<file path="config.mk">
export PLATFORM = sky130hd
export DESIGN_NAME = fifo_stream_reader
export DESIGN_NICKNAME = d
export VERILOG_FILES = /design/src/rtl/fifo_pkg.sv /design/src/rtl/fifo_rd_skid_buf.sv /design/src/rtl/fifo_stream_reader.sv
export SDC_FILE = /design/constraint.sdc
export NUM_CORES = 1
export LEC_CHECK = 0
export ABC_CLOCK_PERIOD_IN_PS = 4600
export BUFFER_PORTS_ARGS = -buffer_cell sky130_fd_sc_hd__buf_4
export CAP_MARGIN = 20
export CORE_UTILIZATION = 25
export CTS_CLUSTER_SIZE = 12
export DETAILED_ROUTE_END_ITERATION = 10
export GPL_ROUTABILITY_DRIVEN = 0
export SYNTH_ARGS = -nofsm -noshare
export SYNTH_HDL_FRONTEND = slang
export SYNTH_HIERARCHICAL = 1
export SYNTH_SLANG_ARGS = --single-unit
</file>
<file path="constraint.sdc">
create_clock -name clk -period 4.6 [get_ports clk]
set_clock_uncertainty 0.05 [all_clocks]
set_input_delay 0.46 -clock clk [delete_from_list [all_inputs] [get_ports clk]]
set_output_delay 0.46 -clock clk [all_outputs]
set_load 0.005 [all_outputs]
</file>
<file path="src/rtl/fifo_pkg.sv">
// Shared definitions for the FIFO read-side stream engine.
//   DEFAULT_DATA_WIDTH : default word width for FIFO and stream data
//   MAX_RD_LATENCY     : largest supported FIFO read latency
//   data_t             : word type at the default width
//   buf_depth()        : skid buffer depth needed for a given read latency
//   popcount()         : number of reads in flight
package fifo_pkg;

  localparam int unsigned DEFAULT_DATA_WIDTH = 8;
  localparam int unsigned MAX_RD_LATENCY     = 2;

  typedef logic [DEFAULT_DATA_WIDTH-1:0] data_t;

  // One slot per cycle of read latency, plus one for the word being presented
  // and one so a pop can be issued while the consumer is still accepting.
  function automatic int unsigned buf_depth(input int unsigned rd_latency);
    return rd_latency + 2;
  endfunction

  function automatic int unsigned popcount(input logic [MAX_RD_LATENCY-1:0] v);
    int unsigned n;
    n = 0;
    for (int i = 0; i < MAX_RD_LATENCY; i++) begin
      if (v[i]) n++;
    end
    return n;
  endfunction

endpackage

</file>
<file path="src/rtl/fifo_rd_skid_buf.sv">
// Small circular buffer that absorbs FIFO read latency.
//   clk, rst   : clock, asynchronous active-high reset
//   wr_en      : capture wr_data at the tail
//   wr_data    : word arriving from the FIFO
//   rd_en      : pop the head word (ignored when empty)
//   rd_data    : head word, combinational from registered state
//   occupancy  : number of words held (0..DEPTH)
module fifo_rd_skid_buf
  import fifo_pkg::*;
#(
  parameter int unsigned DATA_WIDTH = DEFAULT_DATA_WIDTH,
  parameter int unsigned DEPTH      = 3,
  parameter int unsigned OCC_W      = $clog2(DEPTH + 1)
) (
  input  logic                  clk,
  input  logic                  rst,
  input  logic                  wr_en,
  input  logic [DATA_WIDTH-1:0] wr_data,
  input  logic                  rd_en,
  output logic [DATA_WIDTH-1:0] rd_data,
  output logic [OCC_W-1:0]      occupancy
);

  localparam int unsigned PTR_W = (DEPTH > 1) ? $clog2(DEPTH) : 1;

  logic [DATA_WIDTH-1:0] mem_q [DEPTH];
  logic [PTR_W-1:0]      wr_ptr_q;
  logic [PTR_W-1:0]      rd_ptr_q;
  logic [OCC_W-1:0]      occ_q;
  logic                  do_rd;

  function automatic logic [PTR_W-1:0] next_ptr(input logic [PTR_W-1:0] p);
    return (p == PTR_W'(DEPTH - 1)) ? '0 : p + 1'b1;
  endfunction

  assign do_rd     = rd_en & (occ_q != '0);
  assign rd_data   = mem_q[rd_ptr_q];
  assign occupancy = occ_q;

  // Storage is cleared on reset so the head word reads as zero.
  always_ff @(posedge clk or posedge rst) begin
    if (rst) begin
      for (int i = 0; i < int'(DEPTH); i++) mem_q[i] <= '0;
      wr_ptr_q <= '0;
      rd_ptr_q <= '0;
      occ_q    <= '0;
    end else begin
      if (wr_en) begin
        mem_q[wr_ptr_q] <= wr_data;
        wr_ptr_q        <= next_ptr(wr_ptr_q);
      end
      if (do_rd) begin
        rd_ptr_q <= next_ptr(rd_ptr_q);
      end
      case ({wr_en, do_rd})
        2'b10:   occ_q <= occ_q + 1'b1;
        2'b01:   occ_q <= occ_q - 1'b1;
        default: occ_q <= occ_q;
      endcase
    end
  end

endmodule

</file>
<file path="src/rtl/fifo_stream_reader.sv">
// Read-side drain engine for a synchronous FIFO with registered read data.
// Issues pops under a credit limit, captures returning words in a skid buffer
// and presents them as a valid/ready stream with a burst-end marker.
//   clk, rst    : clock, asynchronous active-high reset
//   en          : allow new pops (in-flight reads still complete)
//   fifo_empty  : FIFO empty flag
//   fifo_rd_en  : FIFO pop request
//   fifo_data   : FIFO read data, valid RD_LATENCY cycles after fifo_rd_en
//   m_valid     : stream word available
//   m_ready     : consumer accepts word
//   m_data      : stream word
//   m_last      : final beat of a BURST_LEN-beat burst
//   occupancy   : words held in the skid buffer (0..RD_LATENCY+2)
module fifo_stream_reader
  import fifo_pkg::*;
#(
  parameter int unsigned DATA_WIDTH = DEFAULT_DATA_WIDTH,
  parameter int unsigned RD_LATENCY = 1,
  parameter int unsigned BURST_LEN  = 4
) (
  input  logic                              clk,
  input  logic                              rst,
  input  logic                              en,
  input  logic                              fifo_empty,
  output logic                              fifo_rd_en,
  input  logic [DATA_WIDTH-1:0]             fifo_data,
  output logic                              m_valid,
  input  logic                              m_ready,
  output logic [DATA_WIDTH-1:0]             m_data,
  output logic                              m_last,
  // Width is $clog2(BUF_DEPTH + 1) with BUF_DEPTH = RD_LATENCY + 2.
  output logic [$clog2(RD_LATENCY+3)-1:0]   occupancy
);

  localparam int unsigned BUF_DEPTH = buf_depth(RD_LATENCY);
  localparam int unsigned OCC_W     = $clog2(BUF_DEPTH + 1);
  localparam int unsigned BEAT_W    = (BURST_LEN > 1) ? $clog2(BURST_LEN) : 1;

  logic [RD_LATENCY-1:0] inflight_q;
  logic [BEAT_W-1:0]     beat_q;
  logic                  capture;
  logic                  xfer;
  logic                  credit_ok;
  logic [OCC_W-1:0]      occ;

  // MSB of the shift register marks the cycle in which fifo_data is valid.
  assign capture = inflight_q[RD_LATENCY-1];
  assign xfer    = m_valid & m_ready;

  // Words buffered plus words still in flight must fit in the buffer, so a
  // capture can never find it full. No dependence on m_ready.
  assign credit_ok = (32'(occ) + popcount(MAX_RD_LATENCY'(inflight_q))) < BUF_DEPTH;

  // rst gates the pop so the FIFO sees no request while reset is held.
  assign fifo_rd_en = ~rst & en & ~fifo_empty & credit_ok;

  assign m_valid   = (occ != '0);
  assign m_last    = m_valid & (beat_q == BEAT_W'(BURST_LEN - 1));
  assign occupancy = occ;

  fifo_rd_skid_buf #(
    .DATA_WIDTH (DATA_WIDTH),
    .DEPTH      (BUF_DEPTH),
    .OCC_W      (OCC_W)
  ) u_skid_buf (
    .clk       (clk),
    .rst       (rst),
    .wr_en     (capture),
    .wr_data   (fifo_data),
    .rd_en     (xfer),
    .rd_data   (m_data),
    .occupancy (occ)
  );

  always_ff @(posedge clk or posedge rst) begin
    if (rst) begin
      inflight_q <= '0;
      beat_q     <= '0;
    end else begin
      // Shift left, oldest request drops off the top.
      inflight_q <= RD_LATENCY'({inflight_q, fifo_rd_en});
      if (xfer) begin
        beat_q <= (beat_q == BEAT_W'(BURST_LEN - 1)) ? '0 : beat_q + 1'b1;
      end
    end
  end

endmodule

</file>
==> results.md, run 1 <==
* Outcome: finished clean
* Biggest area consumer among synthesized cells: dfrtp_1
* Worst r2r path cells at 7
* Sequential-to-total area share from yosys stat at 53.7%
* Area grow syn2layout at 23.5%
* Clock Pin Slew Worst Setup and Hold Paths at 0.07 ns
* Worst rel slew slack at 57.3%
* CP Data Arrival Time at 1.96 ns
* Post-cts sizing count at 0
* Worst path top cell family by delay: buffers and inverters
* CTS Root Buffer Type: clkbuf_8
* Core Area at 5920 µm²
* Slew Limit Fails at 0
* # hold bufs at CTS at 1
* All-Layer GR Usage at 10.2%
* WP buf/inv at 3
* CP endpoint: fifo_rd_en
* Num CTS Buffers at 5
* Crit-path max FO at 3
* Post-synth top area share at 53.7%
* Total number of vias at 966
* Number of hold violations in the final report at 0
* Achievable clock frequency at 0.405 GHz
* Leak Pwr at 0.000891 µW
* Initial Utilization at 26.0%
* Final nets at 164
* Hold depth at 2
* R2R Path End: u_skid_buf/occupancy[1]
* Number of post-CTS setup repair buffers at 0
* # clock sinks at 33
* Antenna diodes at 0
* Chip height at 80.4 µm
* Hold crit path type: in2reg
* Iter 0 DRT Violations at 43
* Crit path largest cell delay at 0.53 ns
* Share of layout cells above drive strength 1 at 42.2%
* CP required at 4.09 ns
* Maxcap violations at 0
* Initial antenna violation count at 0
* Synth cell types at 26
* Total number of yosys warnings at 6
* Placed Cells at 214
* Crit. End Element: output port
* Worst skew pair latency at 0.28 ns
* Most frequent cells in the layout: dfrtp_1, buf_4, mux2_2
* Crit Path Category: in2out
* H-tree Lvls at 2
* Minimum clock period at 2.47 ns
* Syn_nets at 134
* R2r setup slk at 2.65 ns
* Post-route insts no fill at 222
* Grt total ovfl at 0
* Drt drc at 0
* First-pass GRT wire length at 4850 µm
* Total power at 1250 µW
* Antenna-violating nets left at 0
* Tightest Pin Transition at 0.640 ns
* Std-Cell Rows at 28
* Syn avg cell area at 13.1 µm²
* Mapped cell area at 1540 µm²
* Port buffer count at 25
* Vias per inst at 4.35
* Total wire length at 2970 µm
* Number of cells on the critical path at 5
* Reg2Reg Launch Point: u_skid_buf/occupancy[0]
* Worst setup startpoint: rst
* DRT Pass-1 Iters at 4
* Largest net degree at the start of global routing at 31
* VDD IR max at 0.000182 V
* Setup_tns at 0 ns
* Final setup viols at 0
* Cells after Synth at 117
* Yosys reg bits at 33
* Die area at 6460 µm²
* Average routed wire per standard cell at 13.4 µm
* Crit path cell chain: dlygate4sd3_1, buf_4, or4b_1, a21oi_1, buf_4
* Vias in the first global route at 971
* Type of origin of the critical path: input port
* Synth area leaders: dfrtp_1, mux2_2, mux2_4, mux2i_1, o21ai_0
* Clock Path Buffers at 2
* Commonest non-fill, non-tap cell in the layout: dfrtp_1
* Most common cell on crit path: buf_4
* Die width at 80.4 µm
* PwrDens at 660 nW/µm²
* Ports at 26
* TritonCTS clock tree: built
* Period utilization at 53.7%
* Critical Path Slowest Stage Cell: dlygate4sd3_1
* Unrepaired setup endpoints after global routing: false
registers in the layout, summed over array words and instances, names as in the netlist:
name                  flops
beat_q                    2
u_skid_buf/wr_ptr_q       2
u_skid_buf/mem_q         24
u_skid_buf/occupancy      2
u_skid_buf/rd_ptr_q       2
capture                   1
metal layers:
layer  global-route usage, %  vias up  part of all wire [%]
li1                        -      462                     -
met1                    13.8      473                    50
met2                    14.7       26                    43
met3                    4.09        5                   6.0
met4                    3.21        0                   1.4
met5                       0        -                     0
synth_stat cells:
library cell	number
buf_2	1
or2_2	1
or4b_1	1
inv_1	5
nor2_1	2
nor3_1	1
nand3_1	1
buf_1	1
nand2_1	8
or3_1	1
o21ai_0	11
xnor2_1	2
buf_6	1
mux2i_1	8
and2_1	1
a21oi_1	1
mux2_4	8
mux2_2	19
inv_2	1
xor2_1	1
nor2b_1	1
nor3_4	1
a21o_1	2
dfrtp_1	33
clkbuf_1	1
ha_1	4
where the power goes:
group          internal [µW]  switching (µW)  leakage, µW
logic                    306             171     0.000452
registers                434             121     0.000394
clock network            119             101    0.0000443
cell families after synthesis:
group	after synthesis	share of synthesized area, %
AOI/OAI and AO/OA	14	4.89
xor gates and xnor gates	3	1.71
adders and majority gates	4	3.26
buffers and inverters	10	3.01
DFF	33	53.7
muxes	35	27.0
and+or+nand+nor	18	6.43
stage by stage:
step / hold WS [ns] / util [%] / cell area, µm² / setup slack, ns
after CTS: 0.361 / 32.1 / 1900 / 2.11
after global routing: 0.367 / 32.1 / 1900 / 2.03
after floorplan: 0.164 / - / 1540 / 2.65
final: 0.375 / 32.1 / 1900 / 2.13
after detailed placement: 0.305 / 30.4 / 1800 / 2.43
after global placement: 0.300 / 30.4 / 1800 / 2.47
how the worst min path moves through the flow:
stage                            start                  end  slack (ns)
after floorplan                    rst            beat_q[0]        0.16
after global placement             rst              capture        0.30
after detailed placement           rst              capture        0.31
after CTS                 fifo_data[7]  u_skid_buf/mem_q[7]        0.36
after global routing      fifo_data[7]  u_skid_buf/mem_q[7]        0.37
final                     fifo_data[7]  u_skid_buf/mem_q[7]        0.37
final cells by class:
type / instances / area [µm²]
fill: 598 / 4020
inverter: 6 / 22.5
clock buffer: 7 / 86.3
tap: 75 / 93.8
multi-input combinational: 74 / 664
sequential: 33 / 826
timing repair buffer: 27 / 205
Note: power is estimated with default switching activity, not from simulation.
==> run 2, diff against run 1 <==
Settings changed: ABC_AREA set to 1, ABC_CLOCK_PERIOD_IN_PS 4600 to 2540.
Clock period 4.6 ns to 2.54 ns, I/O delays scaled along.
==> results.md, run 2 <==
* CP Data Arrival Time at 1.69 ns
* Top-count cell post-synth: nand2_1
* Synth cell types at 19
* CP required at 2.24 ns
* Max reg flops at 24
* Worst skew pair latency at 0.28 ns
* Top reg by flops: u_skid_buf/mem_q
* Grt total ovfl at 0
* VDD IR max at 0.000234 V
* Crit-path max FO at 7
* Clock Path Buffers at 2
* Type of origin of the critical path: flop
* Outcome: finished clean
* CP endpoint: fifo_rd_en
* CTS Root Buffer Type: clkbuf_8
* Yosys reg bits at 33
* First-pass GRT wire length at 5310 µm
* Hold crit path type: in2reg
* Tightest Pin Transition at 0.707 ns
* Initial Utilization at 26.2%
* Port buffer count at 25
* Post-route insts no fill at 287
* Ys async rst share at 100%
* Share of layout cells above drive strength 1 at 22.2%
* WP buf/inv at 1
* Syn_nets at 197
* Std-Cell Rows at 28
* Design Area, Final at 1910 µm²
* PwrDens at 1190 nW/µm²
* Post-synth EDFFs at 0
* # clock sinks at 33
* R2r setup slk at 0.77 ns
* Number of post-CTS setup repair buffers at 0
* Initial antenna violation count at 0
* H-tree Lvls at 2
* Core Area at 5960 µm²
* Number of cells on the critical path at 6
* Worst path top cell family by delay: adder cells
* Total number of yosys warnings at 6
* Worst r2r path cells at 9
* Crit path largest cell delay at 0.48 ns
* Total number of vias at 1184
* Final HPWL DP at 2150 µm
* Max Used Layer: met4
* WL met3 at 126 µm
* Setup_tns at 0 ns
* Worst rel slew slack at 52.7%
* DRT Pass-1 Iters at 4
* Synth Flop Type: dfrtp_1
* Clock Pin Slew Worst Setup and Hold Paths at 0.06 ns
* Placed cell areas at 1810 µm²
* Critical Path Slowest Stage Cell: dfrtp_1
* Synth area leaders: dfrtp_1, nand2_1, inv_1, o21ai_2, nand3_1
* Slew Limit Fails at 0
* TritonCTS clock tree: built
* Post-synth top area share at 53.0%
* Antenna diodes at 0
* Worst setup startpoint: capture
* Mapped cell area at 1560 µm²
* Number of hold violations in the final report at 0
* Worst hold path startpoint: fifo_empty
* Vias in the first global route at 1131
* Ports at 26
* Total wire length at 3120 µm
* Maxcap violations at 0
* Chip height at 80.9 µm
* Sequential-to-total area share from yosys stat at 53.0%
* Final nets at 228
* Achievable clock frequency at 0.501 GHz
* Crit. End Element: output port
* Crit path cell chain: ha_1, ha_1, nand2_1, nand2_1, nor3_1, buf_4
* Iter 0 DRT Violations at 70
* Metal2 WL at 1480 µm
* Unrepaired setup endpoints after global routing: false
* Metal1 wirelength at 1450 µm
* R2R Path End: u_skid_buf/occupancy[1]
* Syn avg cell area at 8.65 µm²
* Minimum clock period at 1.99 ns
* Leak Pwr at 0.000993 µW
* Average routed wire per standard cell at 10.9 µm
* All-Layer GR Usage at 11.0%
* Reg2Reg Launch Point: u_skid_buf/occupancy[0]
* Area grow syn2layout at 22.3%
* Period utilization at 78.5%
* Crit Path Category: reg2out
* Die width at 80.9 µm
* Cells after Synth at 180
* Antenna-violating nets left at 0
* Vias per inst at 4.13
* Biggest area consumer among synthesized cells: dfrtp_1
* Most frequent cells in the layout: nand2_1, dfrtp_1, buf_4
* Synth cell count leaders: nand2_1, dfrtp_1, inv_1
* Largest net degree at the start of global routing at 31
* Final setup viols at 0
* Commonest non-fill, non-tap cell in the layout: nand2_1
* Die area at 6550 µm²
* Placed Cells at 278
* Drt drc at 0
* Num CTS Buffers at 5
run 2: cell types whose count changed in the layout (fill, tap and decap cells not counted), sizes merged, moves of 8 or more:
cell   change
inv       +18
mux2      -27
mux2i      -8
nand2     +58
nand3     +13
o21ai     +17
run 2: how the worst min path moves through the flow:
stage | endpoint | depth (start not counted)
after floorplan | beat_q[0] | 1
after global placement | capture | 2
after detailed placement | capture | 2
after CTS | capture | 2
after global routing | capture | 2
final | capture | 2
run 2: cell families after synthesis:
kind of cell	after synthesis	synth area share, %
and+or+nand+nor	86	23.9
DFF	33	53.0
AOI/OAI and AO/OA	29	11.4
buffers and inverters	27	7.95
adders and majority gates	4	3.21
xor gates and xnor gates	1	0.562
run 2: report_power, final:
part | leakage, µW | switching, µW | internal (µW) | total, µW
combinational | 0.000556 | 481 | 447 | 928
sequential | 0.000392 | 173 | 782 | 956
clock | 0.0000450 | 190 | 190 | 380
run 2: final cells by class:
type	instances	area [µm²]
clock buffers	6	72.6
clock inverters	2	10.0
fillers	647	4050
inverters	24	90.1
multi-input cells	120	608
flip-flops and latches	33	826
well taps	75	93.8
repair buffers	27	205
run 2: metrics by stage:
step                      hold WS (ns)  total power (µW)  setup WS, ns  utilization [%]
after CTS                       0.0792              2300         0.515             32.0
after detailed placement        0.0831              1910         0.799             30.4
after global placement          0.0859              1890         0.844             30.4
after floorplan                -0.0542              1520         0.924                -
final                           0.0838              2260         0.545             32.0
after global routing            0.0792              2500         0.376             32.0
run 2: repair_timing:
item	in CTS	in global routing
hold buffers	1	0
hold endpoints to repair	3	0
resized for setup	0	0
run 2: per-layer routing:
layer	up-vias	global-route usage, %
li1	631	-
met2	17	16.9
met5	-	0
met1	531	13.6
met3	5	4.04
met4	0	5.36
